[src/rtl/fixed_isqrt_pkg.sv]
// Shared definitions for the fixed-point inverse-square-root datapath:
// seed-ROM entry function, zero-operand guess marker and the stage bundle type.
package fixed_isqrt_pkg;

   localparam int ISQRT_DEF_WIDTH     = 16;
   localparam int ISQRT_DEF_MSB_WIDTH = 4;

   localparam logic [63:0] ISQRT_ZERO_MARKER = '1;

   typedef struct packed {
      logic [ISQRT_DEF_WIDTH-1:0]     x_reduced;
      logic [ISQRT_DEF_WIDTH-1:0]     guess;
      logic [ISQRT_DEF_MSB_WIDTH-1:0] msb;
   } isqrt_bundle_t;

   // round(2^(width-1) / sqrt(1 + (i+0.5)/2^lutPow)) in pure integer arithmetic:
   // floor(sqrt(2^(2*width) * 2^(lutPow+1) / (2^(lutPow+1) + 2i + 1))) is floor(2y),
   // and (floor(2y) + 1) >> 1 is round(y).
   function automatic logic [63:0] isqrt_lut_entry(input int i, input int width, input int lutPow);
      logic [127:0] num;
      logic [127:0] den;
      logic [127:0] quo;
      logic [127:0] root;
      logic [127:0] trial;
      num  = 128'(1) << (2 * width + lutPow + 1);
      den  = (128'(1) << (lutPow + 1)) + 128'(2 * i + 1);
      quo  = num / den;
      root = '0;
      for (int b = 63; b >= 0; b--) begin
         trial = root | (128'(1) << b);
         if (trial * trial <= quo) begin
            root = trial;
         end
      end
      return 64'((root + 128'(1)) >> 1);
   endfunction

endpackage

[src/rtl/fixed_leading_one_detect.sv]
// Combinational priority encoder: index of the highest set bit, plus an all-zero flag.
module fixed_leading_one_detect #(
   parameter int IN_WIDTH  = 16,
   parameter int MSB_WIDTH = 4
) (
   input  logic [IN_WIDTH-1:0]  i_data,
   output logic [MSB_WIDTH-1:0] o_msb,
   output logic                 o_zero
);

   always_comb begin
      o_msb = '0;
      for (int k = 0; k < IN_WIDTH; k++) begin
         if (i_data[k]) begin
            o_msb = MSB_WIDTH'(k);
         end
      end
   end

   assign o_zero = ~|i_data;

endmodule

[src/rtl/skid_buffer.sv]
// Registered valid/ready slice with one skid entry; o_ready depends only on local state.
module skid_buffer #(
   parameter int DATA_WIDTH = 8
) (
   input  logic                  clk,
   input  logic                  rst,
   input  logic                  i_valid,
   output logic                  o_ready,
   input  logic [DATA_WIDTH-1:0] i_data,
   output logic                  o_valid,
   input  logic                  i_ready,
   output logic [DATA_WIDTH-1:0] o_data
);

   logic                  r_outValid;
   logic [DATA_WIDTH-1:0] r_outData;
   logic                  r_skidValid;
   logic [DATA_WIDTH-1:0] r_skidData;

   // The skid entry only fills when the output is stalled and upstream still had space.
   always_ff @(posedge clk) begin
      if (rst) begin
         r_outValid  <= 1'b0;
         r_outData   <= '0;
         r_skidValid <= 1'b0;
         r_skidData  <= '0;
      end else if (!r_outValid || i_ready) begin
         if (r_skidValid) begin
            r_outValid  <= 1'b1;
            r_outData   <= r_skidData;
            r_skidValid <= 1'b0;
         end else begin
            r_outValid <= i_valid;
            if (i_valid) begin
               r_outData <= i_data;
            end
         end
      end else if (i_valid && !r_skidValid) begin
         r_skidValid <= 1'b1;
         r_skidData  <= i_data;
      end
   end

   assign o_ready = ~r_skidValid;
   assign o_valid = r_outValid;
   assign o_data  = r_outData;

endmodule

[src/rtl/fixed_isqrt_range_reduce.sv]
// Range reduction front end: leading-one detect, normalise to Q1.(WIDTH-1), seed ROM lookup.
// Optional macro FIXED_ISQRT_ZERO_FLAG_EN adds data_out_zero and makes the zero-case guess 0.
module fixed_isqrt_range_reduce
   import fixed_isqrt_pkg::*;
#(
   parameter int IN_WIDTH  = 16,
   parameter int WIDTH     = 16,
   parameter int LUT_POW   = 5,
   parameter int MSB_WIDTH = 4
) (
   input  logic                 clk,
   input  logic                 rst,
   input  logic [IN_WIDTH-1:0]  data_in,
   input  logic                 data_in_valid,
   output logic                 data_in_ready,
   output logic [WIDTH-1:0]     data_out_x_reduced,
   output logic [WIDTH-1:0]     data_out_guess,
   output logic [MSB_WIDTH-1:0] data_out_msb,
   output logic                 data_out_valid,
   input  logic                 data_out_ready
`ifdef FIXED_ISQRT_ZERO_FLAG_EN
   ,
   output logic                 data_out_zero
`endif
);

   localparam int ROM_DEPTH = 1 << LUT_POW;
   localparam int S1W       = IN_WIDTH + MSB_WIDTH + 1;
   localparam int S2W       = WIDTH + MSB_WIDTH + 1;
`ifdef FIXED_ISQRT_ZERO_FLAG_EN
   localparam int S3W       = 2 * WIDTH + MSB_WIDTH + 1;
   localparam logic [WIDTH-1:0] ZERO_GUESS = '0;
`else
   localparam int S3W       = 2 * WIDTH + MSB_WIDTH;
   localparam logic [WIDTH-1:0] ZERO_GUESS = ISQRT_ZERO_MARKER[WIDTH-1:0];
`endif

   if (MSB_WIDTH != $clog2(IN_WIDTH)) begin : g_badMsbWidth
      $error("MSB_WIDTH must equal $clog2(IN_WIDTH)");
   end
   if (IN_WIDTH < 2) begin : g_badInWidth
      $error("IN_WIDTH must be at least 2");
   end
   if (LUT_POW > WIDTH - 1) begin : g_badLutPow
      $error("LUT_POW must not exceed WIDTH-1");
   end

   logic [MSB_WIDTH-1:0] w_lodMsb;
   logic                 w_lodZero;
   logic                 w_s1InReady;
   logic                 w_s1Valid;
   logic                 w_s1Ready;
   logic [S1W-1:0]       w_s1Data;
   logic [IN_WIDTH-1:0]  w_s1Operand;
   logic [MSB_WIDTH-1:0] w_s1Msb;
   logic                 w_s1Zero;
   logic [MSB_WIDTH-1:0] w_shiftAmt;
   logic [IN_WIDTH-1:0]  w_shifted;
   logic [WIDTH-1:0]     w_xReduced;
   logic                 w_s2Valid;
   logic                 w_s2Ready;
   logic [S2W-1:0]       w_s2Data;
   logic [WIDTH-1:0]     w_s2X;
   logic [MSB_WIDTH-1:0] w_s2Msb;
   logic                 w_s2Zero;
   logic [LUT_POW-1:0]   w_romIndex;
   logic [WIDTH-1:0]     w_rom [ROM_DEPTH];
   logic [WIDTH-1:0]     w_guess;
   logic [S3W-1:0]       w_s3InData;
   logic [S3W-1:0]       w_s3Data;

   // Stage 1: leading-one detect, registered together with the raw operand.
   fixed_leading_one_detect #(
      .IN_WIDTH (IN_WIDTH),
      .MSB_WIDTH(MSB_WIDTH)
   ) u_lod (
      .i_data(data_in),
      .o_msb (w_lodMsb),
      .o_zero(w_lodZero)
   );

   skid_buffer #(.DATA_WIDTH(S1W)) u_s1 (
      .clk    (clk),
      .rst    (rst),
      .i_valid(data_in_valid),
      .o_ready(w_s1InReady),
      .i_data ({data_in, w_lodMsb, w_lodZero}),
      .o_valid(w_s1Valid),
      .i_ready(w_s1Ready),
      .o_data (w_s1Data)
   );

   assign data_in_ready = w_s1InReady & ~rst;
   assign {w_s1Operand, w_s1Msb, w_s1Zero} = w_s1Data;

   // Stage 2: shift the leading one up to the top bit, then fit to WIDTH bits.
   assign w_shiftAmt = MSB_WIDTH'(IN_WIDTH - 1) - w_s1Msb;
   assign w_shifted  = w_s1Operand << w_shiftAmt;

   if (IN_WIDTH >= WIDTH) begin : g_truncate
      assign w_xReduced = w_shifted[IN_WIDTH-1 -: WIDTH];
   end else begin : g_pad
      assign w_xReduced = {w_shifted, {(WIDTH - IN_WIDTH){1'b0}}};
   end

   skid_buffer #(.DATA_WIDTH(S2W)) u_s2 (
      .clk    (clk),
      .rst    (rst),
      .i_valid(w_s1Valid),
      .o_ready(w_s1Ready),
      .i_data ({w_xReduced, w_s1Msb, w_s1Zero}),
      .o_valid(w_s2Valid),
      .i_ready(w_s2Ready),
      .o_data (w_s2Data)
   );

   assign {w_s2X, w_s2Msb, w_s2Zero} = w_s2Data;

   // Stage 3: seed lookup indexed by the leading fraction bits below the integer bit.
   for (genvar gi = 0; gi < ROM_DEPTH; gi++) begin : g_rom
      localparam logic [63:0] ENTRY = isqrt_lut_entry(gi, WIDTH, LUT_POW);
      assign w_rom[gi] = ENTRY[WIDTH-1:0];
   end

   assign w_romIndex = w_s2X[WIDTH-2 -: LUT_POW];
   assign w_guess    = w_s2Zero ? ZERO_GUESS : w_rom[w_romIndex];

`ifdef FIXED_ISQRT_ZERO_FLAG_EN
   assign w_s3InData = {w_s2X, w_guess, w_s2Msb, w_s2Zero};
   assign {data_out_x_reduced, data_out_guess, data_out_msb, data_out_zero} = w_s3Data;
`else
   assign w_s3InData = {w_s2X, w_guess, w_s2Msb};
   assign {data_out_x_reduced, data_out_guess, data_out_msb} = w_s3Data;
`endif

   skid_buffer #(.DATA_WIDTH(S3W)) u_s3 (
      .clk    (clk),
      .rst    (rst),
      .i_valid(w_s2Valid),
      .o_ready(w_s2Ready),
      .i_data (w_s3InData),
      .o_valid(data_out_valid),
      .i_ready(data_out_ready),
      .o_data (w_s3Data)
   );

endmodule

[config.mk]
export PLATFORM = sky130hd
export DESIGN_NAME = fixed_isqrt_range_reduce
export DESIGN_NICKNAME = d
export VERILOG_FILES = /design/src/rtl/fixed_isqrt_pkg.sv /design/src/rtl/fixed_leading_one_detect.sv /design/src/rtl/skid_buffer.sv /design/src/rtl/fixed_isqrt_range_reduce.sv
export SDC_FILE = /design/constraint.sdc
export NUM_CORES = 1
export LEC_CHECK = 0
export ABC_CLOCK_PERIOD_IN_PS = 2300
export CAP_MARGIN = 20
export CORE_ASPECT_RATIO = 0.75
export CORE_MARGIN = 2
export CORE_UTILIZATION = 55
export CTS_BUF_LIST = sky130_fd_sc_hd__clkbuf_4
export DETAILED_ROUTE_END_ITERATION = 8
export PLACE_DENSITY = 0.83
export REMOVE_ABC_BUFFERS = 1
export SYNTH_ARGS = -nofsm -noshare
export SYNTH_HDL_FRONTEND = slang
export SYNTH_SLANG_ARGS = --single-unit
export TNS_END_PERCENT = 1
[constraint.sdc]
create_clock -name clk -period 2.3 [get_ports clk]
set_input_delay 0.23 -clock clk [delete_from_list [all_inputs] [get_ports clk]]
set_output_delay 0.23 -clock clk [all_outputs]
set_load 0.05 [all_outputs]
==> flow_summary.json, run 1 <==
{
  "clockBufferDepth": 2,
  "tightest_slew_ns": 0.6956,
  "fin_ws_ns": 0.2952,
  "hold_class": "in -> reg",
  "die_area_mm2": 0.01546,
  "switchingPower_mw": 1.785,
  "cts_sinks": 162,
  "detail_route.iter0.violations": 506,
  "yosys_warnings": 0,
  "rsz0062_at_grt": "no",
  "critPathMaxFanout": 29,
  "drc": 0,
  "vias": 7048,
  "wl_per_cell_um": 15.55,
  "power_density_mw_per_mm2": 614.3,
  "cp-start-kind": "register",
  "first_pass_iters": 6,
  "cp.arrival_ns": 2.44,
  "synthTopCellsByArea": "dfxtp_1 41%, mux2i_1 7.9%, nand2_1 7.0%, a211oi_1 5.7%, a21oi_1 5.5%",
  "r2r_setup_slack_ns": 0.30,
  "post-place-ws_ns": 0.2754,
  "vdd_drop_max_mv": 0.4410,
  "syn_area_mm2": 0.007959,
  "regToRegStartpoint": "u_s2.o_data[18]",
  "hpwl_um": 12430,
  "fin_crit_sh_pct": 87.17,
  "critPathLaunch": "u_s2.o_data[18]",
  "fp.dieW_um": 142.9,
  "slew_viol_final": 0,
  "pwr-share-comb_pct": 16.2,
  "cp-end-kind": "register",
  "nFillCells": 1253,
  "synth_cell_types": 61,
  "skew_ns": 0.02280,
  "grt_usage_pct": 24.28,
  "via_per_inst": 5.893,
  "finalCriticalPeriod_ns": 2.005,
  "hold_viol": 0,
  "fmax_mhz": 498.8,
  "core_mm2": 0.01431,
  "r2r-end": "u_s3.o_data[7]",
  "syn_inst": 958,
  "crit_type": "reg -> reg",
  "synth_edf_count": 0,
  "whs_ns": 0.1996,
  "area_growth_pct": 12.80,
  "yosys.area.top_type": "dfxtp_1",
  "cts.clk_slew.worst_paths_ns": 0.16,
  "setup_viol": 0,
  "synthTopCellsByCount": "162 x dfxtp_1, 148 x nand2_1, 114 x nor2_1, 88 x a21oi_1, 63 x mux2i_1",
  "max_cap_violations": 0,
  "io_pins": 58,
  "synth_ff_type": "dfxtp_1",
  "grt_antenna_before_repair": 0,
  "avgSynthCellArea_um2": 8.308,
  "ant_nets": 0,
  "crit_required_ns": 2.73,
  "synth-seq-area-share_pct": 40.75,
  "grt_first_pass_wirelength_um": 30800,
  "worstSkewPairLatency_ns": 0.57,
  "antenna_cells": 0,
  "num_rows": 38,
  "switching_share_pct": 32.37,
  "holdBufCountCts": 0,
  "synth_most_common_cell": "dfxtp_1",
  "power_leakage_nw": 3.025,
  "synth_top_area_share_pct": 40.75,
  "post_cts_resized": 0,
  "cp-endpoint": "u_s3.o_data[7]",
  "cts_buffers": 17,
  "grt_pass1_vias": 6372,
  "gp_congestion": 0.9113,
  "nets": 1015,
  "cts_tree": "built",
  "rr_worst_depth": 6,
  "seqPwrFrac_pct": 54.1,
  "overflow": 0,
  "pwr-share-clk_pct": 29.7,
  "port_buffers": 57,
  "status": "complete, no violations",
  "grt_max_degree": 107,
  "cts.root.buffer_cell": "clkbuf_4",
  "layout-drive-gt1-share_pct": 9.337,
  "synthArstFlopShare_pct": 0,
  "relSlewSlack_pct": 53.58,
  "start_util_pct": 55.61,
  "routed_wl_um": 18600,
  "die_h_um": 108.2,
  "ys_seq_elements": 162,
  "htree_levels": 4,
  "cts_setup_buffers": 0,
  "intPower_mw": 3.729
}
## flip-flops by register name (all words and copies together), names as in the netlist
| name | count |
|---|---|
| u_s3.o_data | 36 |
| u_s1.r_skidData | 21 |
| u_s3.r_skidValid | 1 |
| u_s3.o_valid | 1 |
| u_s1.r_skidValid | 1 |
| u_s2.r_skidValid | 1 |
| u_s2.r_skidData | 21 |
| u_s1.o_valid | 1 |
| u_s1.o_data | 21 |
| u_s3.r_skidData | 36 |
| u_s2.o_valid | 1 |
| u_s2.o_data | 21 |
## cell usage in the layout (no fill, tap or decap), types with 17 or more instances in the layout
cell type	n
clkdlybuf4s50_1	55
a211oi_1	60
nand2_1	148
nor3_1	18
dfxtp_1	161
a21oi_1	87
inv_1	17
buf_4	26
o21ai_0	34
clkbuf_4	17
o211ai_1	19
mux2i_1	63
nor2_1	112
## layout make-up
type / instances / area [um2] / area share [%]
clock inverter: 15 / 146.4 / 1.631
clock buffer: 17 / 127.6 / 1.422
tap: 200 / 250.2 / 2.787
sequential: 162 / 3244 / 36.14
inverter: 18 / 67.56 / 0.7526
multi-input combinational: 698 / 4295 / 47.85
timing repair buffer: 86 / 845.8 / 9.422
## per-stage QoR
stage | TNS [ns] | instance area (um2) | total power [mW] | utilization [%] | std cells
2_1_floorplan | -88.93 | 7592 | 3.589 | - | 878
3_3_place_gp | 0 | 8703 | 3.908 | 60.81 | 1164
3_5_place_dp | 0 | 8703 | 3.925 | 60.81 | 1164
4_1_cts | 0 | 8977 | 5.531 | 62.73 | 1196
6_report | 0 | 8977 | 5.515 | 62.73 | 1196
5_1_grt | 0 | 8977 | 5.749 | 62.73 | 1196
## critical path, cell delays in order, from the launching register on
cell and delay [ns]:
dfxtp_1 0.64, buf_12 0.23, mux2_2 0.34, o221ai_1 0.22
nand4_1 0.16, o211ai_1 0.20, a21oi_1 0.08
## cell families (layout without fill, tap and decap cells)
kind of cell	count (synthesis)	count (layout)	synth area share (%)
AOI/OAI and AO/OA	267	267	21.98
adders and majority gates	12	12	1.886
buffers and inverters	98	136	5.455
DFF	162	162	40.75
muxes	84	84	12.03
and+or+nand+nor	335	335	17.91
## per-layer routing
metal  wire, um  up-vias  track usage, %  part of all wire, %
met5          0        -               0                    0
met2       8432      240           38.96                   45
met1       8825     3311           33.55                   47
met4        285        0           7.143                  1.5
li1           -     3471               -                    -
met3       1052       26           4.429                  5.7
## how the worst min path moves through the flow
stage / cells past startpoint / slack, ns / end / start
after floorplan: 1 / 0.30 / u_s1.o_data[1] / rst
after global placement: 2 / 0.43 / u_s3.o_data[12] / u_s3.o_data[12]
after detailed placement: 2 / 0.45 / u_s3.o_data[15] / u_s3.o_data[15]
after CTS: 3 / 0.18 / u_s2.r_skidData[11] / rst
after global routing: 3 / 0.19 / u_s2.r_skidData[11] / rst
final: 3 / 0.20 / u_s3.r_skidData[3] / rst
## power groups by stage
stage               Combinational [mW]  Sequential, mW  Clock [mW]
detailed placement               0.883            3.04           0
floorplan                        0.420            3.17           0
global route                     0.965            3.00        1.79
CTS                              0.888            2.98        1.66
finish                           0.891            2.98        1.64
global placement                 0.871            3.04           0
No activity file was read; power rests on OpenSTA's default activity.
==> run 2, diff against run 1 <==
- CORE_MARGIN: 2 -> not set
==> flow_summary.json, run 2 (same netlist as run 1, synthesis figures left out) <==
{
  "path_common_cell": "mux2i_1",
  "finalCriticalPeriod_ns": 2.027,
  "crit_chain": "mux2i_1, mux2i_1, mux2_2, o211ai_1, a221oi_1",
  "critPathBufInv": 0,
  "hpwl_um": 12850,
  "num_rows": 37,
  "antenna_cells": 0,
  "layout_commonest_cell": "dfxtp_1",
  "cp.arrival_ns": 2.48,
  "final_cell_mix": "161 x dfxtp_1, 148 x nand2_1, 112 x nor2_1",
  "grt_usage_pct": 26.25,
  "first_pass_iters": 5,
  "nFillCells": 1177,
  "htree_levels": 4,
  "cp-end-kind": "register",
  "die_h_um": 106.2,
  "hold_viol": 0,
  "seqCellArea_mm2": 0.003244,
  "status": "complete, no violations",
  "via_per_inst": 5.881,
  "die_area_mm2": 0.01496,
  "switching_share_pct": 30.82,
  "drc": 0,
  "max_stage_delay_ns": 0.79,
  "cts.root.buffer_cell": "clkbuf_4",
  "power_density_mw_per_mm2": 611.7,
  "nets": 1023,
  "vdd_drop_max_mv": 0.4294,
  "cts.clk_slew.worst_paths_ns": 0.14,
  "cts_sinks": 162,
  "hold_class": "in -> reg",
  "port_buffers": 57,
  "area_growth_pct": 13.08,
  "finalSetupTns_ns": 0,
  "core_mm2": 0.01393,
  "slew_viol_final": 0,
  "critPathMaxFanout": 17,
  "cp-start-kind": "register",
  "gp_congestion": 0.8972,
  "clockBufferDepth": 2,
  "switchingPower_mw": 1.697,
  "grt_antenna_before_repair": 0,
  "layout-drive-gt1-share_pct": 9.960,
  "tightest_slew_ns": 0.6865,
  "grt_pass1_vias": 6561,
  "grt_first_pass_wirelength_um": 31840,
  "detail_route.iter0.violations": 536,
  "overflow": 0,
  "multi_input_area_mm2": 0.004295,
  "cts_tree": "built",
  "grt_max_degree": 55,
  "power_mw": 5.505,
  "crit_type": "reg -> reg",
  "dp_cells": 1166,
  "skew_ns": 0.01663,
  "io_pins": 58,
  "r2r_setup_slack_ns": 0.27,
  "seqPwrFrac_pct": 54.2,
  "routed_wl_um": 18650,
  "worstSkewPairLatency_ns": 0.59,
  "ant_nets": 0,
  "pwr-share-comb_pct": 16.2,
  "fin_util_pct": 64.59,
  "start_util_pct": 57.12,
  "wl_per_cell_um": 15.56,
  "crit_required_ns": 2.75,
  "fin_crit_sh_pct": 88.12,
  "max_cap_violations": 0,
  "pwr-share-clk_pct": 29.6,
  "final_cells": 1199,
  "setup_viol": 0,
  "vias": 7051,
  "rsz0062_at_grt": "no",
  "cts_buffers": 17,
  "cpMaxStageDelayCell": "dfxtp_1",
  "fp.dieW_um": 140.9,
  "critPathTopFamily": "flip-flops",
  "cts_setup_buffers": 0,
  "relSlewSlack_pct": 54.17,
  "intPower_mw": 3.809,
  "power_leakage_nw": 3.055,
  "whs_ns": 0.2442,
  "fmax_mhz": 493.4
}
==> run 2: cell count changes in the layout (fill, tap and decap cells not counted) <==
| cell | delta |
|---|---|
| buf_12 | -2 |
| buf_4 | +9 |
| bufinv_16 | +1 |
| clkbuf_4 | +1 |
| clkinv_2 | +1 |
| clkinv_4 | +2 |
| clkinv_8 | -2 |
| dlygate4sd3_1 | +1 |
| inv_6 | +1 |
| inv_8 | -4 |
==> run 2: layout make-up <==
type                    count  area share, %
clock inverters            14          1.446
multi-input cells         698          47.73
clock buffers              18          1.501
flip-flops and latches    162          36.05
inverters                  18         0.7507
repair buffers             94          9.815
well taps                 195          2.711
==> run 2: metal layers <==
layer	vias up	routed length (um)	GRT usage, %
li1	3507	-	-
met4	0	241	8.696
met3	24	902	5.225
met2	201	8679	42.43
met5	-	0	0
met1	3319	8828	35.16
==> run 2: power by group through the flow <==
stage	Clock (mW)	Sequential, mW	Combinational (mW)
floorplan	0	3.17	0.420
global placement	0	3.04	0.872
detailed placement	0	3.04	0.883
CTS	1.67	2.98	0.889
global route	1.79	3.00	0.972
finish	1.63	2.98	0.893
==> run 2: worst min-delay path, cell delays in order <==
cell	delay, ns
clkdlybuf4s50_1	0.45
nand2_1	0.08
a21oi_1	0.05
==> run 2: what timing repair did <==
item                      CTS  global route
hold buffers                1             0
hold endpoints to repair    4             0
gates resized for setup     0             0
==> run 2: final timing paths <==
check	end	cells after the start	startpoint
min reg2reg	u_s3.o_data[12]	2	u_s3.o_data[12]
min	u_s1.r_skidData[5]	3	data_in[0]
max reg2reg	u_s2.o_data[17]	5	u_s1.o_data[3]
max	u_s2.o_data[17]	5	u_s1.o_data[3]
==> run 2: through the flow <==
stage          cell area (um2)  setup WS, ns
6_report                  9000        0.2733
5_1_grt                   9000        0.1458
4_1_cts                   9000        0.2327
3_5_place_dp              8725        0.2364
3_3_place_gp              8725        0.3222
2_1_floorplan             7592        -1.510
==> run 3, diff against run 2 <==
- PLACE_DENSITY: 0.83 -> 0.78
==> flow_summary.json, run 3 (same netlist as run 1, synthesis figures left out) <==
{
  "io_pins": 58,
  "wl_per_cell_um": 15.45,
  "pwr-share-comb_pct": 16.7,
  "num_rows": 37,
  "start_util_pct": 57.12,
  "critPathBufInv": 2,
  "final_cell_mix": "161 x dfxtp_1, 148 x nand2_1, 112 x nor2_1",
  "core_mm2": 0.01393,
  "grt_max_degree": 56,
  "first_pass_iters": 4,
  "worstSkewPairLatency_ns": 0.58,
  "cp.arrival_ns": 2.48,
  "max_stage_delay_ns": 0.45,
  "rsz0062_at_grt": "no",
  "ant_nets": 0,
  "hold_class": "in -> reg",
  "switching_share_pct": 30.44,
  "hold_viol": 0,
  "layout-drive-gt1-share_pct": 9.771,
  "crit_type": "reg -> reg",
  "whs_ns": 0.2608,
  "post_cts_resized": 0,
  "slew_viol_final": 0,
  "htree_levels": 4,
  "port_buffers": 57,
  "grt_usage_pct": 25.87,
  "area_growth_pct": 13.03,
  "cts_tree": "built",
  "fin_util_pct": 64.56,
  "cp-end-kind": "register",
  "relSlewSlack_pct": 53.60,
  "critPathMaxFanout": 6,
  "overflow": 0,
  "pwr-share-clk_pct": 28.5,
  "cts_buffers": 17,
  "power_density_mw_per_mm2": 603.5,
  "skew_ns": 0.02991,
  "fin_crit_sh_pct": 87.10,
  "die_area_mm2": 0.01496,
  "antenna_cells": 0,
  "max_cap_violations": 0,
  "cts.root.buffer_cell": "clkbuf_4",
  "drc": 0,
  "setup_viol": 0,
  "grt_antenna_before_repair": 0,
  "switchingPower_mw": 1.653,
  "routed_wl_um": 18510,
  "crit_required_ns": 2.78,
  "seqPwrFrac_pct": 54.8,
  "path_common_cell": "inv_1",
  "status": "complete, no violations",
  "cpMaxStageDelayCell": "mux4_2",
  "nets": 1022,
  "intPower_mw": 3.776,
  "hpwl_um": 12780,
  "via_per_inst": 5.803,
  "layout_commonest_cell": "dfxtp_1",
  "die_h_um": 106.2,
  "critPathTopFamily": "multiplexers",
  "crit_chain": "inv_1, ha_1, inv_1, mux4_2, mux2i_1, nand2_1, a32o_1",
  "cts_sinks": 162,
  "cp-start-kind": "register",
  "cts_setup_buffers": 0,
  "gp_congestion": 0.9352,
  "finalCriticalPeriod_ns": 2.003,
  "clockBufferDepth": 2,
  "power_leakage_nw": 3.048,
  "vdd_drop_max_mv": 0.4700,
  "fmax_mhz": 499.2,
  "grt_first_pass_wirelength_um": 31020,
  "tightest_slew_ns": 0.6896,
  "detail_route.iter0.violations": 574,
  "cts.clk_slew.worst_paths_ns": 0.13,
  "grt_pass1_vias": 6285,
  "vias": 6952,
  "fp.dieW_um": 140.9
}
## run 3: area by class of cell
| cell class | count | area (um2) |
|---|---|---|
| Fill cell | 1192 | 4938 |
| Multi-Input combinational cell | 698 | 4295 |
| Sequential cell | 162 | 3244 |
| Timing Repair Buffer | 93 | 900.9 |
| Tap cell | 195 | 244.0 |
| Clock buffer | 17 | 127.6 |
| Clock inverter | 15 | 116.4 |
| Inverter | 18 | 67.56 |
## run 3: worst reg2reg max path, delay by kind of cell, from the launching register on
| kind | cells | cell delay, ns |
|---|---|---|
| mux | 2 | 0.69 |
| fa+ha+maj | 1 | 0.38 |
| flops | 1 | 0.35 |
| compound gates | 1 | 0.25 |
| buf+inv | 2 | 0.15 |
| simple gates | 1 | 0.09 |
## run 3: final timing paths
path              slack [ns]       startpoint  cells after the start                 end
hold / removal          0.26       data_in[0]                      3  u_s1.r_skidData[5]
setup / recovery        0.30  u_s2.o_data[15]                      7     u_s3.o_data[11]
setup reg to reg        0.30  u_s2.o_data[15]                      7     u_s3.o_data[11]
hold reg to reg         0.46   u_s3.o_data[7]                      2      u_s3.o_data[7]
## run 3: what timing repair did
action / 4_1_cts / 5_1_grt
hold buffers: 0 / 1
endpoints found under the setup margin: 0 / 0
hold endpoints to repair: 0 / 1
## run 3: layer usage
layer / part of all wire, % / vias to the layer above / track usage, %
met1: 51 / 3299 / 37.19
met3: 4.2 / 9 / 5.225
met4: 0.62 / 0 / 6.677
met5: 0 / - / 0
met2: 44 / 145 / 39.48
li1: - / 3499 / -
## run 3: stage by stage
stage               area (um2)  setup TNS, ns  instances  setup slack, ns  power, mW
global placement          8742              0       1165           0.3481      3.924
global route              8996              0       1198           0.1358      5.674
finish                    8996              0       1198           0.2967      5.429
CTS                       8986              0       1197           0.2785      5.444
floorplan                 7592         -88.93        878           -1.510      3.589
detailed placement        8742              0       1165           0.3133      3.933
## run 3: power groups by stage
stage          logic (mW)  registers, mW  clock network, mW
5_1_grt             0.985           2.99               1.70
2_1_floorplan       0.420           3.17                  0
3_5_place_dp        0.897           3.04                  0
4_1_cts             0.901           2.97               1.57
6_report            0.908           2.97               1.55
3_3_place_gp        0.891           3.03                  0
